==> src/rtl/uart_imem_loader.sv <==
// UART program loader: receives an 8N1 byte stream, packs bytes little-endian into 32-bit words
// and writes them sequentially into instruction memory while holding the CPU in reset.
module uart_imem_loader #(
  parameter int CLKS_PER_BIT = 868,
  parameter int ADDR_WIDTH   = 14,
  parameter int DATA_WIDTH   = 32
) (
  input  logic                  clk,
  input  logic                  rst,
  input  logic                  uart_rx,
  input  logic                  load_en,
  output logic                  imem_we,
  output logic [ADDR_WIDTH-1:0] imem_addr,
  output logic [DATA_WIDTH-1:0] imem_wdata,
  output logic                  cpu_hold,
  output logic                  done,
  output logic                  err
);

  localparam int CNT_W = (CLKS_PER_BIT > 2) ? $clog2(CLKS_PER_BIT) : 1;
  localparam logic [CNT_W-1:0] FULL_TICK = CNT_W'(CLKS_PER_BIT - 1);
  localparam logic [CNT_W-1:0] HALF_TICK = CNT_W'(CLKS_PER_BIT / 2 - 1);
  localparam logic [31:0]      MAX_WORDS = 32'd1 << ADDR_WIDTH;

  typedef enum logic [1:0] {RX_IDLE, RX_START, RX_DATA, RX_STOP} rx_state_t;
  typedef enum logic [2:0] {L_IDLE, L_HDR0, L_HDR1, L_DATA, L_DONE, L_ERR} ld_state_t;

  logic             sync1_r;
  logic             sync2_r;
  logic             prev_r;
  rx_state_t        rx_state_r;
  logic [CNT_W-1:0] tick_r;
  logic [2:0]       bit_r;
  logic [7:0]       shift_r;
  logic [7:0]       rx_byte_r;
  logic             rx_valid_r;
  logic             rx_ferr_r;

  ld_state_t             ld_state_r;
  logic [15:0]           cnt_r;
  logic [ADDR_WIDTH-1:0] word_idx_r;
  logic [1:0]            byte_idx_r;
  logic [23:0]           lane_r;

  logic [15:0] hdr_cnt_s;
  logic        last_word_s;

  assign hdr_cnt_s   = {rx_byte_r, cnt_r[7:0]};
  assign last_word_s = (32'(word_idx_r) == (32'(cnt_r) - 32'd1));

  // Two-flop synchroniser plus one delayed copy for falling-edge detection.
  always_ff @(posedge clk or negedge rst) begin
    if (!rst) begin
      sync1_r <= 1'b1;
      sync2_r <= 1'b1;
      prev_r  <= 1'b1;
    end else begin
      sync1_r <= uart_rx;
      sync2_r <= sync1_r;
      prev_r  <= sync2_r;
    end
  end

  // Byte receiver: mid-bit sampling, false-start rejection, one-cycle valid/ferr pulses.
  always_ff @(posedge clk or negedge rst) begin
    if (!rst) begin
      rx_state_r <= RX_IDLE;
      tick_r     <= '0;
      bit_r      <= 3'd0;
      shift_r    <= 8'd0;
      rx_byte_r  <= 8'd0;
      rx_valid_r <= 1'b0;
      rx_ferr_r  <= 1'b0;
    end else begin
      rx_valid_r <= 1'b0;
      rx_ferr_r  <= 1'b0;
      case (rx_state_r)
        RX_IDLE: begin
          tick_r <= '0;
          bit_r  <= 3'd0;
          if (prev_r && !sync2_r) begin
            rx_state_r <= RX_START;
          end
        end
        RX_START: begin
          if (tick_r == HALF_TICK) begin
            tick_r     <= '0;
            rx_state_r <= sync2_r ? RX_IDLE : RX_DATA;
          end else begin
            tick_r <= tick_r + CNT_W'(1);
          end
        end
        RX_DATA: begin
          if (tick_r == FULL_TICK) begin
            tick_r  <= '0;
            shift_r <= {sync2_r, shift_r[7:1]};
            if (bit_r == 3'd7) begin
              rx_state_r <= RX_STOP;
            end else begin
              bit_r <= bit_r + 3'd1;
            end
          end else begin
            tick_r <= tick_r + CNT_W'(1);
          end
        end
        RX_STOP: begin
          if (tick_r == FULL_TICK) begin
            tick_r     <= '0;
            rx_state_r <= RX_IDLE;
            if (sync2_r) begin
              rx_valid_r <= 1'b1;
              rx_byte_r  <= shift_r;
            end else begin
              rx_ferr_r <= 1'b1;
            end
          end else begin
            tick_r <= tick_r + CNT_W'(1);
          end
        end
        default: rx_state_r <= RX_IDLE;
      endcase
    end
  end

  // Loader FSM; dropping load_en is checked first so an abort beats a same-cycle 4th byte.
  always_ff @(posedge clk or negedge rst) begin
    if (!rst) begin
      ld_state_r <= L_IDLE;
      cnt_r      <= 16'd0;
      word_idx_r <= '0;
      byte_idx_r <= 2'd0;
      lane_r     <= 24'd0;
      imem_we    <= 1'b0;
      imem_addr  <= '0;
      imem_wdata <= '0;
      cpu_hold   <= 1'b0;
      done       <= 1'b0;
      err        <= 1'b0;
    end else begin
      imem_we <= 1'b0;
      case (ld_state_r)
        L_IDLE: begin
          done <= 1'b0;
          err  <= 1'b0;
          if (load_en) begin
            ld_state_r <= L_HDR0;
            cpu_hold   <= 1'b1;
            word_idx_r <= '0;
            byte_idx_r <= 2'd0;
          end else begin
            cpu_hold <= 1'b0;
          end
        end
        L_HDR0: begin
          if (!load_en) begin
            ld_state_r <= L_IDLE;
            cpu_hold   <= 1'b0;
          end else if (rx_ferr_r) begin
            ld_state_r <= L_ERR;
            err        <= 1'b1;
          end else if (rx_valid_r) begin
            cnt_r[7:0] <= rx_byte_r;
            ld_state_r <= L_HDR1;
          end
        end
        L_HDR1: begin
          if (!load_en) begin
            ld_state_r <= L_IDLE;
            cpu_hold   <= 1'b0;
          end else if (rx_ferr_r) begin
            ld_state_r <= L_ERR;
            err        <= 1'b1;
          end else if (rx_valid_r) begin
            cnt_r <= hdr_cnt_s;
            if (hdr_cnt_s == 16'd0) begin
              ld_state_r <= L_DONE;
              done       <= 1'b1;
            end else if (32'(hdr_cnt_s) > MAX_WORDS) begin
              ld_state_r <= L_ERR;
              err        <= 1'b1;
            end else begin
              ld_state_r <= L_DATA;
            end
          end
        end
        L_DATA: begin
          if (!load_en) begin
            ld_state_r <= L_IDLE;
            cpu_hold   <= 1'b0;
          end else if (rx_ferr_r) begin
            ld_state_r <= L_ERR;
            err        <= 1'b1;
          end else if (rx_valid_r) begin
            byte_idx_r <= byte_idx_r + 2'd1;
            if (byte_idx_r == 2'd3) begin
              imem_we    <= 1'b1;
              imem_addr  <= word_idx_r;
              imem_wdata <= DATA_WIDTH'({rx_byte_r, lane_r});
              if (last_word_s) begin
                ld_state_r <= L_DONE;
                done       <= 1'b1;
              end else begin
                word_idx_r <= word_idx_r + ADDR_WIDTH'(1);
              end
            end else begin
              // Shifting in from the top leaves lanes ordered {b2,b1,b0} after three bytes.
              lane_r <= {rx_byte_r, lane_r[23:8]};
            end
          end
        end
        L_DONE: begin
          if (!load_en) begin
            ld_state_r <= L_IDLE;
            done       <= 1'b0;
            cpu_hold   <= 1'b0;
          end
        end
        L_ERR: begin
          if (!load_en) begin
            ld_state_r <= L_IDLE;
            err        <= 1'b0;
            cpu_hold   <= 1'b0;
          end
        end
        default: begin
          ld_state_r <= L_IDLE;
          cpu_hold   <= 1'b0;
          done       <= 1'b0;
          err        <= 1'b0;
        end
      endcase
    end
  end

endmodule
==> config.mk <==
export PLATFORM = sky130hd
export DESIGN_NAME = uart_imem_loader
export DESIGN_NICKNAME = d
export VERILOG_FILES = /design/src/rtl/uart_imem_loader.sv
export SDC_FILE = /design/constraint.sdc
export NUM_CORES = 1
export LEC_CHECK = 0
export CAP_MARGIN = 0
export CORE_MARGIN = 4
export CORE_UTILIZATION = 40
export DETAILED_ROUTE_END_ITERATION = 6
export GPL_ROUTABILITY_DRIVEN = 0
export MAX_ROUTING_LAYER = met4
export PLACE_DENSITY_LB_ADDON = 0.05
export SLEW_MARGIN = 25
export SYNTH_ARGS = -nofsm -noshare
export SYNTH_HDL_FRONTEND = slang
export SYNTH_SLANG_ARGS = --single-unit
==> constraint.sdc <==
create_clock -name clk -period 3.65 [get_ports clk]
set_input_delay 0.9125 -clock clk [delete_from_list [all_inputs] [get_ports clk]]
set_output_delay 0.9125 -clock clk [all_outputs]
set_load 0.05 [all_outputs]
---- Word level (Yosys, flattened, before mapping) ----
Index checks and enable logic that the tools add are counted.
operators by class
  add/subtract/negate cells ............... 5
  order comparisons ....................... 1
  eq/ne operators ......................... 44
  multiplexer cells ....................... 79
  bitwise logic cells ..................... 5
  reduce and logical (&&, ||, !) cells .... 25
operators with widths
  cell                   count
  $mux 14                6
  $mux 3                 17
  $ne 2x2->1 const B     21
  $mux 8                 5
  $eq 14x32->1           1
  $pmux 10 s3            1
  $mux 1                 29
  $pmux 14 s2            1
  $reduce_and 5->1       5
  $mux 10                2
  $mux 2                 10
  $ne 4x4->1 const B     5
  $sub 16x1->17 const B  1
  $gt 16x15->1 const B   1
  $logic_not 16->1       1
  $pmux 8 s2             1
  $pmux 3 s5             1
  $add 14x1->14 const B  1
  $reduce_and 7->1       2
  $reduce_and 11->1      1
  $add 10x1->10 const B  1
  $eq 10x10->1 const B   1
  $eq 10x9->1 const B    1
  $eq 3x3->1 const B     3
  other kinds (25)       41
word-level totals
  register bits after elaboration ......... 145
  output and inout port bits .............. 50
  word-level logic and storage cells ...... 181

---- Longest topological paths before layout ----
  depth in word-level cells ............... 8
  mapped depth ............................ 11
  depth with buffers taken out ............ 9

---- Worst setup path after synthesis ----
Ideal clock, no wire load.
  path kind ............................... flip-flop to flip-flop
  from .................................... register cnt_r[4]
  to ...................................... register word_idx_r[0]
  library setup time ...................... 0.118 ns
  data arrival time ....................... 2.630 ns
  required time ........................... 3.532 ns
  setup slack ............................. 0.902 ns
  stages on the path, launching flop included .. 12
  path buffers ............................ 4
  path through ............................ dfrtp_1 -> buf_6 -> or4_4 -> buf_6 -> or3_1 -> o41ai_2 -> o2111ai_1 -> and4bb_4 -> buf_6 -> buf_6 -> nor4_1 -> a21o_1
on the way
  cells in the longest elaborated chain, start to end .. 4
RTL lines
  element                     line  text
  start: declaration          40    logic [15:0] cnt_r;
  start signal: assignment    162   cnt_r[7:0] <= rx_byte_r;
  start signal: assignment    174   cnt_r <= hdr_cnt_s;
  $sub 16x1->17               49    assign last_word_s = (32'(word_idx_r) == (32'(cnt_r) - 32'd1));
  $eq 14x32->1                49
  $ne 2x2->1 (no line)        n/a
  $reduce_and 7->1 (no line)  n/a
  end signal: assignment      203   word_idx_r <= word_idx_r + ADDR_WIDTH'(1);
  end: declaration            41    logic [ADDR_WIDTH-1:0] word_idx_r;
No other way between the ends.
A chain may end at the register's enable or synchronous reset.

---- Final worst setup path ----
  from .................................... register cnt_r[2]
  to ...................................... register word_idx_r[2]
Same word-level chain as after synthesis.

==> out/qor.csv <==
metric;value;unit
status;finished, final reports clean;
rsz0062_at_grt;false;
drv_slew;0;
ir_drop;0.3610;mV
drive_above_1_share;23.89;%
drcViolationCount;0;
cts_buffers;17;
place_ws;519.7;ps
via_per_inst;5.384;
htreeDepth;4;
start_kind;flip-flop;
ctsRootBufferMaster;clkbuf_16;
dp_hpwl;10020;um
placementRows;47;
clkSlewWorstSetupHoldPaths;60;ps
cp.required;3930;ps
tns;0;ps
worst_slack;619.0;ps
clkLatencyLatePin;420;ps
dr_total_vias;4587;
die_h;137.9;um
syn2layout_area_growth;19.24;%
holdCritPathClass;flip-flop to flip-flop;
cts.path.max_buffers;2;
min_period;3031;ps
core_area;0.01652;mm2
grt_pass1_wl;24170;um
drt_wl_total;14490;um
grt_max_degree;72;
die_w;137.9;um
ys_seq_elements;145;
critPathTopFamily;simple AND/OR/NAND/NOR gates;
worstSetupPathType;flip-flop to flip-flop;
nets;633;
setup_viol;0;
finalHoldViolations;0;
crit_fanout;22;
maxCapViolCount;0;
synth-edff-count;0;
finClkSkew;12.90;ps
slowest_stage;or4_1;
drtAntennaViolNets;0;
antenna_cells;0;
ys_async_sr_fraction;100.0;%
period_share;83.04;%
drtPass1Iterations;4;
slew_headroom;49.77;%
worst_slew_pin_slew;750.7;ps
crit_arrival;3310;ps
synth_ff_type;dfrtp_1;
drt_iter0_markers;291;
grt.total_usage;16.91;%
antenna_found_initial;0;
yosysSeqAreaShare;53.85;%
avgSynthCellArea;11.73;um2
fmax;329.9;MHz
final_common_cell;dfrtp_1;
holdBufCountCts;0;
ios;54;
power_leakage;0.003735;uW
critPathBufInv;1;
overflow;0;
pwr_density_cell;459.0;mW/mm2
grt_pass1_vias;4569;
yosysWarnings;0;
slowest_delay;510;ps
crit_chain;or4_1, buf_4, nor4_1, xnor2_1, nor4bb_1, and4bb_4, or2_1, o41ai_1;
syn_nets;587;
die-area;0.01900;mm2
cts_tree;yes;
wl_per_cell;17.01;um
syn_inst;575;
portBuffers;53;
postCtsSetupBuffers;0;
cts_sinks;145;
post_cts_resize_count;0;
end_kind;flip-flop;
most-common-layout-cells;dfrtp_1, mux2_2, clkdlybuf4s50_1;
syn-cell-area;0.006745;mm2
synth_cell_type_count;62;
initial_utilization;40.82;%
==> metal layers <==
layer / global-route usage, % / vias to the layer above / routed length (um)
met3: 3.701 / 14 / 404
li1: - / 2183 / -
met1: 22.35 / 2319 / 6828
met4: 5.324 / 0 / 214
met2: 26.22 / 71 / 7042
met5: - / - / 0
==> kinds of logic after synthesis <==
family                   count (synthesis)  share of synthesized area [%]
multiplexers                           105                          17.46
XOR/XNOR                                20                          2.597
AND/OR/NAND/NOR                        164                          12.60
buffers and inverters                   47                          3.079
flip-flops                             145                          53.85
AO/OA/AOI/OAI                           86                          8.941
adder cells (fa/ha/maj)                  8                          1.484
==> state kept, by name (all words and copies together), names as in the netlist, 2 cells and up, named ones only <==
name        flops
word_idx_r     14
tick_r         10
imem_wdata     32
imem_addr      14
byte_idx_r      2
shift_r         8
rx_byte_r       8
ld_state_r      3
cnt_r          16
bit_r           3
lane_r         24
==> area by class of cell <==
cell class	count	area, um2
multi-input cells	383	2913
clock buffers	19	452.9
inverters	14	52.55
fillers	1525	8482
repair buffers	60	584.3
flip-flops and latches	145	3632
well taps	220	275.3
clock inverters	11	132.6
==> per-stage QoR <==
stage / total power, uW / utilization (%) / cell area (um2) / hold slack, ps / cells
after CTS: 3751 / 48.67 / 8043 / 357.4 / 852
after global placement: 2008 / 45.13 / 7457 / 346.4 / 822
final: 3692 / 48.67 / 8043 / 355.1 / 852
after floorplan: 1916 / - / 6745 / 345.2 / 575
after global routing: 3861 / 48.67 / 8043 / 367.3 / 852
after detailed placement: 2013 / 45.13 / 7457 / 348.5 / 822
==> synth_stat cells (2+ instances only) <==
cell type | number | share of area (%)
buf_6 | 4 | 0.67
a311oi_1 | 3 | 0.39
o21ai_0 | 14 | 1.0
a22oi_1 | 2 | 0.22
xor2_1 | 11 | 1.4
nor3b_1 | 4 | 0.45
a22o_1 | 6 | 0.78
inv_1 | 14 | 0.78
a21boi_0 | 3 | 0.33
or3_1 | 4 | 0.37
a21oi_1 | 17 | 1.3
nand3_1 | 14 | 1.0
xnor2_1 | 9 | 1.2
dfrtp_1 | 142 | 53
nand2b_1 | 6 | 0.56
mux2_2 | 101 | 17
clkbuf_1 | 25 | 1.4
mux2i_1 | 4 | 0.59
nor4bb_1 | 2 | 0.30
o41ai_2 | 2 | 0.48
buf_1 | 3 | 0.17
nand3b_1 | 2 | 0.22
o21ai_1 | 4 | 0.30
and3_1 | 3 | 0.28
nor2_1 | 49 | 2.7
ha_1 | 8 | 1.5
nand4_1 | 6 | 0.56
o31ai_1 | 11 | 1.2
dfstp_2 | 3 | 1.2
nor4_1 | 11 | 1.0
o21a_1 | 2 | 0.22
o31a_1 | 2 | 0.26
nand2_1 | 31 | 1.7
or4_1 | 9 | 1.0
a21o_1 | 3 | 0.33
a211o_1 | 2 | 0.26
a31oi_1 | 2 | 0.19
nor3_1 | 9 | 0.67
nor2b_1 | 5 | 0.46
==> report_power, final <==
group | switching [uW] | total, uW | internal [uW]
Clock | 670 | 1710 | 1040
Combinational | 191 | 276 | 84.7
Sequential | 61.6 | 1700 | 1640
==> worst paths after layout <==
path | cells past startpoint | startpoint | endpoint | slack (ps)
worst max register to register | 8 | cnt_r[2] | word_idx_r[2] | 620
worst min-delay path | 0 | sync1_r | sync2_r | 360
worst min register to register | 0 | sync1_r | sync2_r | 360
max in group asynchronous | 2 | rst | rx_byte_r[3] | 2290
min in group asynchronous | 1 | rst | imem_addr[5] | 500
worst max-delay path | 8 | cnt_r[2] | word_idx_r[2] | 620
No activity file was read; power rests on OpenSTA's default activity.
